`src/rtl/sign_extend_pkg.sv`:
```
// Shared types and default widths for the decode-stage immediate extender.
package sign_extend_pkg;

  localparam int unsigned IMM_W  = 16;
  localparam int unsigned WORD_W = 32;

  typedef enum logic [1:0] {
    EXT_SIGN  = 2'b00,
    EXT_ZERO  = 2'b01,
    EXT_UPPER = 2'b10,
    EXT_WORD  = 2'b11
  } ext_mode_e;

endpackage

```
`src/rtl/sign_extend_ext_core.sv`:
```
// Combinational immediate extension: sign, zero, upper-half or word-offset.
module ext_core
  import sign_extend_pkg::*;
#(
  parameter int unsigned IN_W  = IMM_W,
  parameter int unsigned OUT_W = WORD_W
) (
  input  logic [1:0]       mode,
  input  logic [IN_W-1:0]  extend,
  output logic [OUT_W-1:0] result_c
);

  localparam int unsigned PAD_W = OUT_W - IN_W;

  logic [OUT_W-1:0] sext;
  ext_mode_e        mode_e;

  assign mode_e = ext_mode_e'(mode);
  assign sext   = {{PAD_W{extend[IN_W-1]}}, extend};

  // Every 2-bit encoding is a legal mode, so the result is never X.
  always_comb begin
    result_c = sext;
    case (mode_e)
      EXT_SIGN:  result_c = sext;
      EXT_ZERO:  result_c = {{PAD_W{1'b0}}, extend};
      EXT_UPPER: result_c = {extend, {PAD_W{1'b0}}};
      EXT_WORD:  result_c = {sext[OUT_W-3:0], 2'b00};
      default:   result_c = sext;
    endcase
  end

endmodule

```
`src/rtl/sign_extend.sv`:
```
// Registered immediate extender: one-cycle latency with a valid flag.
module sign_extend
  import sign_extend_pkg::*;
#(
  parameter int unsigned IN_W  = IMM_W,
  parameter int unsigned OUT_W = WORD_W
) (
  input  logic             clk,
  input  logic             rst_n,
  input  logic             in_valid,
  input  logic [1:0]       mode,
  input  logic [IN_W-1:0]  extend,
  output logic [OUT_W-1:0] extended,
  output logic             out_valid
);

  logic [OUT_W-1:0] result_c;

  ext_core #(
    .IN_W  (IN_W),
    .OUT_W (OUT_W)
  ) u_core (
    .mode     (mode),
    .extend   (extend),
    .result_c (result_c)
  );

  // Result register holds its value across idle cycles; valid pulses per capture.
  always_ff @(posedge clk or negedge rst_n) begin
    if (!rst_n) begin
      extended  <= '0;
      out_valid <= 1'b0;
    end else begin
      out_valid <= in_valid;
      if (in_valid) extended <= result_c;
    end
  end

endmodule

```
`config.mk`:
```
export PLATFORM = sky130hd
export DESIGN_NAME = sign_extend
export DESIGN_NICKNAME = d
export VERILOG_FILES = /design/src/rtl/sign_extend_pkg.sv /design/src/rtl/sign_extend_ext_core.sv /design/src/rtl/sign_extend.sv
export SDC_FILE = /design/constraint.sdc
export NUM_CORES = 1
export LEC_CHECK = 0
export ABC_CLOCK_PERIOD_IN_PS = 1800
export CORE_ASPECT_RATIO = 0.9
export CORE_MARGIN = 3
export CORE_UTILIZATION = 49
export DETAILED_ROUTE_END_ITERATION = 8
export HOLD_SLACK_MARGIN = 0.03
export PLACE_DENSITY = 0.89
export SYNTH_ARGS = -nofsm -noshare
export SYNTH_HDL_FRONTEND = slang
export SYNTH_SLANG_ARGS = --single-unit
```
`constraint.sdc`:
```
create_clock -name clk -period 1.8 [get_ports clk]
set_input_delay 0.27 -clock clk [delete_from_list [all_inputs] [get_ports clk]]
set_output_delay 0.27 -clock clk [all_outputs]
set_load 0.05 [all_outputs]
```
==> load_flow_metrics.sql, run 1 <==
INSERT INTO impl_metrics (metric_group, metric, value, unit) VALUES
('floorplanning', 'die_width', '67.4', 'microns'),
('timing', 'setup_viol', '0', ''),
('power_and_ir_drop', 'static-leakage-power', '0.944', 'nW'),
('setup_path', 'endpoint_kind', 'primary output', ''),
('route', 'viasPerCell', '5.27', ''),
('setup_path', 'crit_path_cell_trace', 'clkdlybuf4s50_1', ''),
('cts', 'ctsHtreeMaxLevel', '2', ''),
('logic_synthesis', 'synthMostInstantiatedCell', 'sky130_fd_sc_hd__dfrtp_1', ''),
('timing', 'finalCriticalPeriod', '1.75', 'ns'),
('cts', 'clk_path_buf_depth', '2', ''),
('cts', 'clockRootBuffer', 'sky130_fd_sc_hd__clkbuf_8', ''),
('setup_path', 'timing.critical_path.max_delay_family', 'buffers and inverters', ''),
('cts', 'cts.sink_count', '33', ''),
('cts', 'clock_latency', '0.28', 'ns'),
('layout', 'antenna-diode-count', '0', ''),
('logic_synthesis', 'synth.ff_latch_count', '33', ''),
('timing', 'rsz_0062_raised_after_global_routing', 'false', ''),
('power_and_ir_drop', 'power_density', '991', 'nW/um^2'),
('cts', 'cts-buffers-inserted', '5', ''),
('floorplanning', 'initial_utilization', '0.526', ''),
('route', 'routedWlPerCell', '15.5', 'microns'),
('grt', 'antenna_found_initial', '0', ''),
('logic_synthesis', 'synthesis.yosys.warnings', '0', ''),
('floorplanning', 'row_count', '19', ''),
('logic_synthesis', 'syn_nets', '181', ''),
('route', 'route.final.wire_length', '3960', 'microns'),
('logic_synthesis', 'cell_taking_the_most_area_after_synthesis', 'sky130_fd_sc_hd__dfrtp_1', ''),
('grt', 'grt_first_pass_wirelength', '6670', 'microns'),
('grt', 'grtUsageTotal', '0.224', ''),
('placement', 'postPlaceCellArea', '2210', 'sq um'),
('logic_synthesis', 'syn_avg_cell_area', '10.4', 'sq um'),
('setup_path', 'path_buf_inv', '1', ''),
('layout', 'filler_cell_count', '231', ''),
('layout', 'post_route_cells_drive_above_1_share', '0.131', ''),
('placement', 'place.port_buffers', '53', ''),
('setup_path', 'crit_type', 'reg -> out', ''),
('logic_synthesis', 'synthCells', '160', ''),
('floorplanning', 'ios', '54', ''),
('floorplanning', 'floorplan.die.height', '61.3', 'microns'),
('timing', 'final.setup.tns', '0', 'ns'),
('logic_synthesis', 'yosysSeqAreaShare', '0.496', ''),
('setup_path', 'cp_max_fo', '2', ''),
('logic_synthesis', 'yosysUniqueCellTypes', '25', ''),
('run', 'drv.max_cap_violation_count', '0', ''),
('placement', 'place_congestion', '0.789', ''),
('logic_synthesis', 'synth.cell_area', '1660', 'sq um'),
('layout', 'finalCoreUtilization', '0.737', ''),
('logic_synthesis', 'synthTopCellsByArea', 'sky130_fd_sc_hd__dfrtp_1 50%, sky130_fd_sc_hd__a31oi_4 13%, sky130_fd_sc_hd__a21oi_1 8.4%, sky130_fd_sc_hd__nor2_1 6.3%, sky130_fd_sc_hd__and2b_1 3.2%', ''),
('timing', 'max_slew_headroom', '0.655', ''),
('layout', 'post_route_non_filler_standard_cell_count', '256', ''),
('setup_path', 'worst-endpoint-required', '1.53', 'ns'),
('route', 'detailedRoute.firstIterationViolations', '73', ''),
('logic_synthesis', 'ys_dominant_reg_cell', 'sky130_fd_sc_hd__dfrtp_1', ''),
('setup_path', 'cp_data_arrival_time', '1.48', 'ns'),
('route', 'drc', '0', ''),
('grt', 'grt_max_degree', '66', ''),
('timing', 'final.setup_skew', '0', 'ns'),
('setup_path', 'critical-path-max-stage-delay', '0.81', 'ns'),
('setup_path', 'critical-path-slowest-cell', 'sky130_fd_sc_hd__clkdlybuf4s50_1', ''),
('layout', 'finish.instance_area', '2330', 'sq um'),
('placement', 'place.detailed.instances', '248', ''),
('grt', 'grt_pass1_vias', '1365', ''),
('cts', 'cts_tree', 'yes', ''),
('floorplanning', 'design.die.area', '4130', 'sq um'),
('power_and_ir_drop', 'peakVddDrop', '618', 'uV'),
('timing', 'max_freq', '573', 'MHz'),
('timing', 'worst_pin_slew', '0.515', 'ns'),
('run_status', 'run_status', 'finished clean', ''),
('route', 'routed-via-count', '1348', ''),
('route', 'first_pass_iters', '4', ''),
('logic_synthesis', 'synth_top_area_share', '0.496', '');
-- cell usage in the layout, fill, tap and decap left out --
cell type	netlist	routed
sky130_fd_sc_hd__a21oi_1	28	28
sky130_fd_sc_hd__a31oi_1	4	4
sky130_fd_sc_hd__a31oi_4	10	10
sky130_fd_sc_hd__and2_4	1	1
sky130_fd_sc_hd__and2b_1	7	7
sky130_fd_sc_hd__buf_12	1	1
sky130_fd_sc_hd__buf_2	5	1
sky130_fd_sc_hd__buf_4	1	5
sky130_fd_sc_hd__bufinv_16	0	1
sky130_fd_sc_hd__clkbuf_1	2	1
sky130_fd_sc_hd__clkbuf_8	0	6
sky130_fd_sc_hd__clkdlybuf4s50_1	0	50
sky130_fd_sc_hd__dfrtp_1	33	33
sky130_fd_sc_hd__dlymetal6s2s_1	0	1
sky130_fd_sc_hd__inv_1	3	3
sky130_fd_sc_hd__mux2i_1	1	1
sky130_fd_sc_hd__nand2_1	14	14
sky130_fd_sc_hd__nand2b_2	1	1
sky130_fd_sc_hd__nand3_1	2	2
sky130_fd_sc_hd__nand3b_1	2	2
sky130_fd_sc_hd__nand3b_4	1	1
sky130_fd_sc_hd__nor2_1	28	28
sky130_fd_sc_hd__nor2b_1	7	7
sky130_fd_sc_hd__nor2b_4	1	1
sky130_fd_sc_hd__o211ai_1	1	1
sky130_fd_sc_hd__o21a_1	1	1
sky130_fd_sc_hd__o21ai_0	3	3
-- logic make-up (layout without fill, tap and decap cells) --
kind of cell / Yosys count / count (layout) / synth area share
compound gates: 47 / 47 / 0.245
flops: 33 / 33 / 0.496
mux: 1 / 1 / 0.00602
buf+inv: 15 / 69 / 0.0541
simple gates: 64 / 64 / 0.198
-- registers in the layout (all words and copies together), names as in the netlist --
register   flops
extended      32
out_valid      1
-- layout make-up --
| type | instances | area [sq um] | share of cell area |
|---|---|---|---|
| Tap cell | 42 | 52.6 | 0.0226 |
| Clock buffer | 7 | 86.3 | 0.0371 |
| Clock inverter | 1 | 30.0 | 0.0129 |
| Timing Repair Buffer | 58 | 576 | 0.247 |
| Multi-Input combinational cell | 112 | 748 | 0.321 |
| Inverter | 3 | 11.3 | 0.00483 |
| Sequential cell | 33 | 826 | 0.354 |
-- metal layers --
metal / part of all wire / wire length (microns) / GRT usage
met4: 0.013 / 51 / 0.0636
met1: 0.44 / 1750 / 0.288
met3: 0.062 / 247 / 0.0712
met2: 0.48 / 1920 / 0.367
met5: 0 / 0 / 0
-- report_power, final --
group / leakage [nW] / switching, mW / internal [mW] / total (mW)
Sequential: 0.387 / 0.0478 / 0.819 / 0.867
Clock: 0.0585 / 0.266 / 0.451 / 0.717
Combinational: 0.499 / 0.466 / 0.260 / 0.726
-- final timing paths --
path / start / end / slack (ns) / cells past startpoint
hold / removal: rst_n / extended[1] / 0.39 / 2
setup / recovery: extended[22] / extended[22] / 0.05 / 1
hold reg to reg: extended[16] / extended[16] / 0.51 / 1
setup reg to reg: extended[22] / extended[22] / 1.03 / 2
min in group clk: in_valid / out_valid / 0.39 / 2
max in group asynchronous: rst_n / extended[0] / 1.12 / 2
-- per-stage QoR --
step           setup slack (ns)  hold WS (ns)  total power [mW]
2_1_floorplan             0.706       -0.0256              1.34
3_3_place_gp              0.167         0.474              1.59
3_5_place_dp             0.0926         0.487              1.61
4_1_cts                  0.0474         0.385              2.33
5_1_grt                  0.0103         0.395              2.42
6_report                 0.0547         0.386              2.31
-- repair_timing --
| action | CTS | global route |
|---|---|---|
| buffers inserted | 0 | 0 |
| setup endpoints to repair | 0 | 1 |
| resized for setup | 0 | 1 |
| hold buffers | 0 | 0 |
Note: power is estimated with default switching activity, not from simulation.
==> run 2, diff against run 1 <==
- HOLD_SLACK_MARGIN: 0.03 -> 0.15
==> results of run 2 <==
The final DEF is identical to that of run 1; final timing and power are the same.
==> run 3, diff against run 2 <==
- ABC_CLOCK_PERIOD_IN_PS: 1800 -> 1980
- CORE_UTILIZATION: 49 -> 46
- PLACE_DENSITY: 0.89 -> 0.85
- clock period: 1.8 -> 1.98 ns (I/O delays scaled with it)
==> run 3 against run 2 <==
Against the previous run: sequential power is 9.6% lower; final area is 0.86% lower; clock power is 28% lower; critical path depth stayed put; flip-flop and latch count stayed put; die area is 5.9% higher; cell count is 0.78% higher; combinational power is 9.0% lower; setup slack better by 0.15 ns; highest routed layer unchanged; core utilization is 6.3 points lower; sequential share of layout area is 0.31 points higher; register-to-register slack better by 0.20 ns.
==> load_flow_metrics.sql, run 3 (same netlist as run 1, synthesis figures left out) <==
INSERT INTO impl_metrics (metric_group, metric, value, unit) VALUES
('timing', 'max_freq', '564', 'MHz'),
('placement', 'place.detailed.instances', '251', ''),
('layout', 'layout_common_cells', '52 x sky130_fd_sc_hd__clkdlybuf4s50_1, 33 x sky130_fd_sc_hd__dfrtp_1, 28 x sky130_fd_sc_hd__nor2_1, 28 x sky130_fd_sc_hd__a21oi_1, 14 x sky130_fd_sc_hd__nand2_1', ''),
('timing', 'rsz_0062_raised_after_global_routing', 'false', ''),
('cts', 'clkTransAtPathRegs', '0.07', 'ns'),
('placement', 'postPlaceCellArea', '2220', 'sq um'),
('power_and_ir_drop', 'power_density', '850', 'nW/um^2'),
('layout', 'number_of_flip_flops_under_the_largest_register_name', '32', ''),
('layout', 'finish.instance_area', '2310', 'sq um'),
('setup_path', 'endpoint_kind', 'primary output', ''),
('power_and_ir_drop', 'power_switching_share', '0.359', ''),
('timing', 'finalCriticalPeriod', '1.77', 'ns'),
('route', 'met3_wirelength', '282', 'microns'),
('floorplanning', 'design.die.area', '4380', 'sq um'),
('floorplanning', 'floorplan.die.height', '63.1', 'microns'),
('power_and_ir_drop', 'power_report.internal_total', '1.26', 'mW'),
('cts', 'cts-buffers-inserted', '5', ''),
('layout', 'post_route_cells_drive_above_1_share', '0.126', ''),
('placement', 'preCtsSetupSlack', '0.228', 'ns'),
('cts', 'holdBufCountCts', '0', ''),
('setup_path', 'timing.critical_path.max_delay_family', 'buffers and inverters', ''),
('grt', 'grt_remaining_overflow', '0', ''),
('layout', 'mostFrequentLayoutCell', 'sky130_fd_sc_hd__clkdlybuf4s50_1', ''),
('power_and_ir_drop', 'share_comb_of_total_power', '0.337', ''),
('cts', 'ctsHtreeMaxLevel', '2', ''),
('layout', 'filler_cell_count', '302', ''),
('placement', 'place_congestion', '0.859', ''),
('timing', 'timing_max_transition_violations_final', '0', ''),
('setup_path', 'critical_path.reg2reg.startpoint', 'extended[22]', ''),
('cts', 'post_cts_buffers', '0', ''),
('layout', 'antenna-diode-count', '0', ''),
('route', 'drc', '0', ''),
('timing', 'max_slew_headroom', '0.653', ''),
('cts', 'cts.sink_count', '33', ''),
('setup_path', 'path_buf_inv', '1', ''),
('timing', 'worst_pin_slew', '0.518', 'ns'),
('power_and_ir_drop', 'share_seq_of_total_power', '0.399', ''),
('power_and_ir_drop', 'net-switching-power', '0.705', 'mW'),
('cts', 'cts_resized', '0', ''),
('route', 'routed-via-count', '1323', ''),
('layout', 'seq_area', '826', 'sq um'),
('layout', 'multi_input_area', '748', 'sq um'),
('timing', 'final_min_period_over_clock_period', '0.896', ''),
('timing', 'final_critical_path_setup_slack', '0.206', 'ns'),
('power_and_ir_drop', 'peakVddDrop', '540', 'uV'),
('cts', 'clock_latency', '0.28', 'ns'),
('cts', 'clockRootBuffer', 'sky130_fd_sc_hd__clkbuf_8', ''),
('setup_path', 'cp_max_fo', '2', ''),
('layout', 'design.final.nets', '235', ''),
('layout', 'post_route_non_filler_standard_cell_count', '258', ''),
('setup_path', 'critical-path-slowest-cell', 'sky130_fd_sc_hd__clkdlybuf4s50_1', ''),
('setup_path', 'cp_data_arrival_time', '1.48', 'ns'),
('layout', 'finalCoreUtilization', '0.674', ''),
('floorplanning', 'core_region_area', '3430', 'sq um'),
('floorplanning', 'initial_utilization', '0.485', ''),
('timing', 'worst_hold_slack', '0.397', 'ns'),
('route', 'detailedRoute.firstIterationViolations', '44', ''),
('timing', 'final.setup.tns', '0', 'ns'),
('grt', 'grt_max_degree', '34', ''),
('power_and_ir_drop', 'static-leakage-power', '0.925', 'nW'),
('hold_path', 'holdCritPathClass', 'in -> async', ''),
('setup_path', 'crit_type', 'reg -> out', ''),
('setup_path', 'worst-r2r-setup-slack', '1.23', 'ns'),
('power_and_ir_drop', 'totalPowerFinal', '1.96', 'mW'),
('layout', 'max_flop_register', 'extended', ''),
('setup_path', 'crit_path_cell_trace', 'clkdlybuf4s50_1', ''),
('placement', 'place.port_buffers', '53', ''),
('setup_path', 'worst_reg_to_reg_path_cell_count', '2', ''),
('route', 'drt-met1-wl', '1760', 'microns'),
('floorplanning', 'ios', '54', ''),
('grt', 'grtUsageTotal', '0.198', ''),
('layout', 'flow.area_growth_from_synthesis', '38.8', '%'),
('route', 'routedWlPerCell', '15.1', 'microns'),
('route', 'drt.antenna.violating_nets', '0', ''),
('cts', 'cts_tree', 'yes', ''),
('cts', 'clk_path_buf_depth', '2', ''),
('route', 'first_pass_iters', '4', ''),
('route', 'route.final.wire_length', '3880', 'microns'),
('run_status', 'run_status', 'finished clean', ''),
('timing', 'final.setup_skew', '0', 'ns'),
('route', 'viasPerCell', '5.13', ''),
('floorplanning', 'row_count', '20', ''),
('setup_path', 'worst-endpoint-required', '1.68', 'ns'),
('route', 'met2_length', '1790', 'microns'),
('timing', 'finalHoldViolCount', '0', ''),
('route', 'dr.max_layer_used', 'met4', ''),
('layout', 'layout_top_registers', 'extended (32), out_valid (1)', ''),
('timing', 'setup_viol', '0', ''),
('grt', 'grt_first_pass_wirelength', '6690', 'microns'),
('grt', 'grt_pass1_vias', '1378', ''),
('power_and_ir_drop', 'pwr-share-clk', '0.264', ''),
('placement', 'dpl.hpwl', '2730', 'microns'),
('floorplanning', 'die_width', '69.4', 'microns'),
('run', 'drv.max_cap_violation_count', '0', ''),
('setup_path', 'reg2reg_to', 'extended[22]', ''),
('setup_path', 'worst_setup_path_start_kind', 'register', ''),
('grt', 'antenna_found_initial', '0', ''),
('setup_path', 'critical-path-max-stage-delay', '0.81', 'ns');
-- run 3: changes by cell type in the layout (fill, tap and decap cells not counted) --
cell	change
sky130_fd_sc_hd__dlymetal6s2s_1	-1
sky130_fd_sc_hd__bufinv_16	-1
sky130_fd_sc_hd__clkdlybuf4s50_1	+2
-- run 3: area by class of cell --
class | count | share of cell area
clock buffer | 7 | 0.0374
multi-input combinational | 112 | 0.324
sequential | 33 | 0.358
tap | 44 | 0.0238
timing repair buffer | 59 | 0.252
inverter | 3 | 0.00488
-- run 3: per-layer routing --
layer / GRT usage / vias to the layer above
met5: 0 / -
met4: 0.0659 / 0
met3: 0.0734 / 6
met2: 0.308 / 44
met1: 0.254 / 628
li1: - / 645
-- run 3: power by group through the flow --
stage                     sequential [mW]  clock, mW  combinational (mW)
after floorplan                      1.04          0               0.178
after global placement              0.793          0               0.656
after detailed placement            0.795          0               0.666
after CTS                           0.784      0.524               0.667
after global routing                0.794      0.556               0.701
final                               0.784      0.518               0.661
-- run 3: worst max-delay path by stage --
| stage | endpoint | start | slack (ns) | cells after the start |
|---|---|---|---|---|
| floorplan | extended[21] | mode[1] | 0.86 | 5 |
| global placement | extended[29] | mode[0] | 0.30 | 4 |
| detailed placement | extended[29] | mode[0] | 0.23 | 4 |
| CTS | extended[11] | extended[11] | 0.19 | 1 |
| global route | extended[6] | extended[6] | 0.16 | 1 |
| finish | extended[29] | extended[29] | 0.21 | 1 |
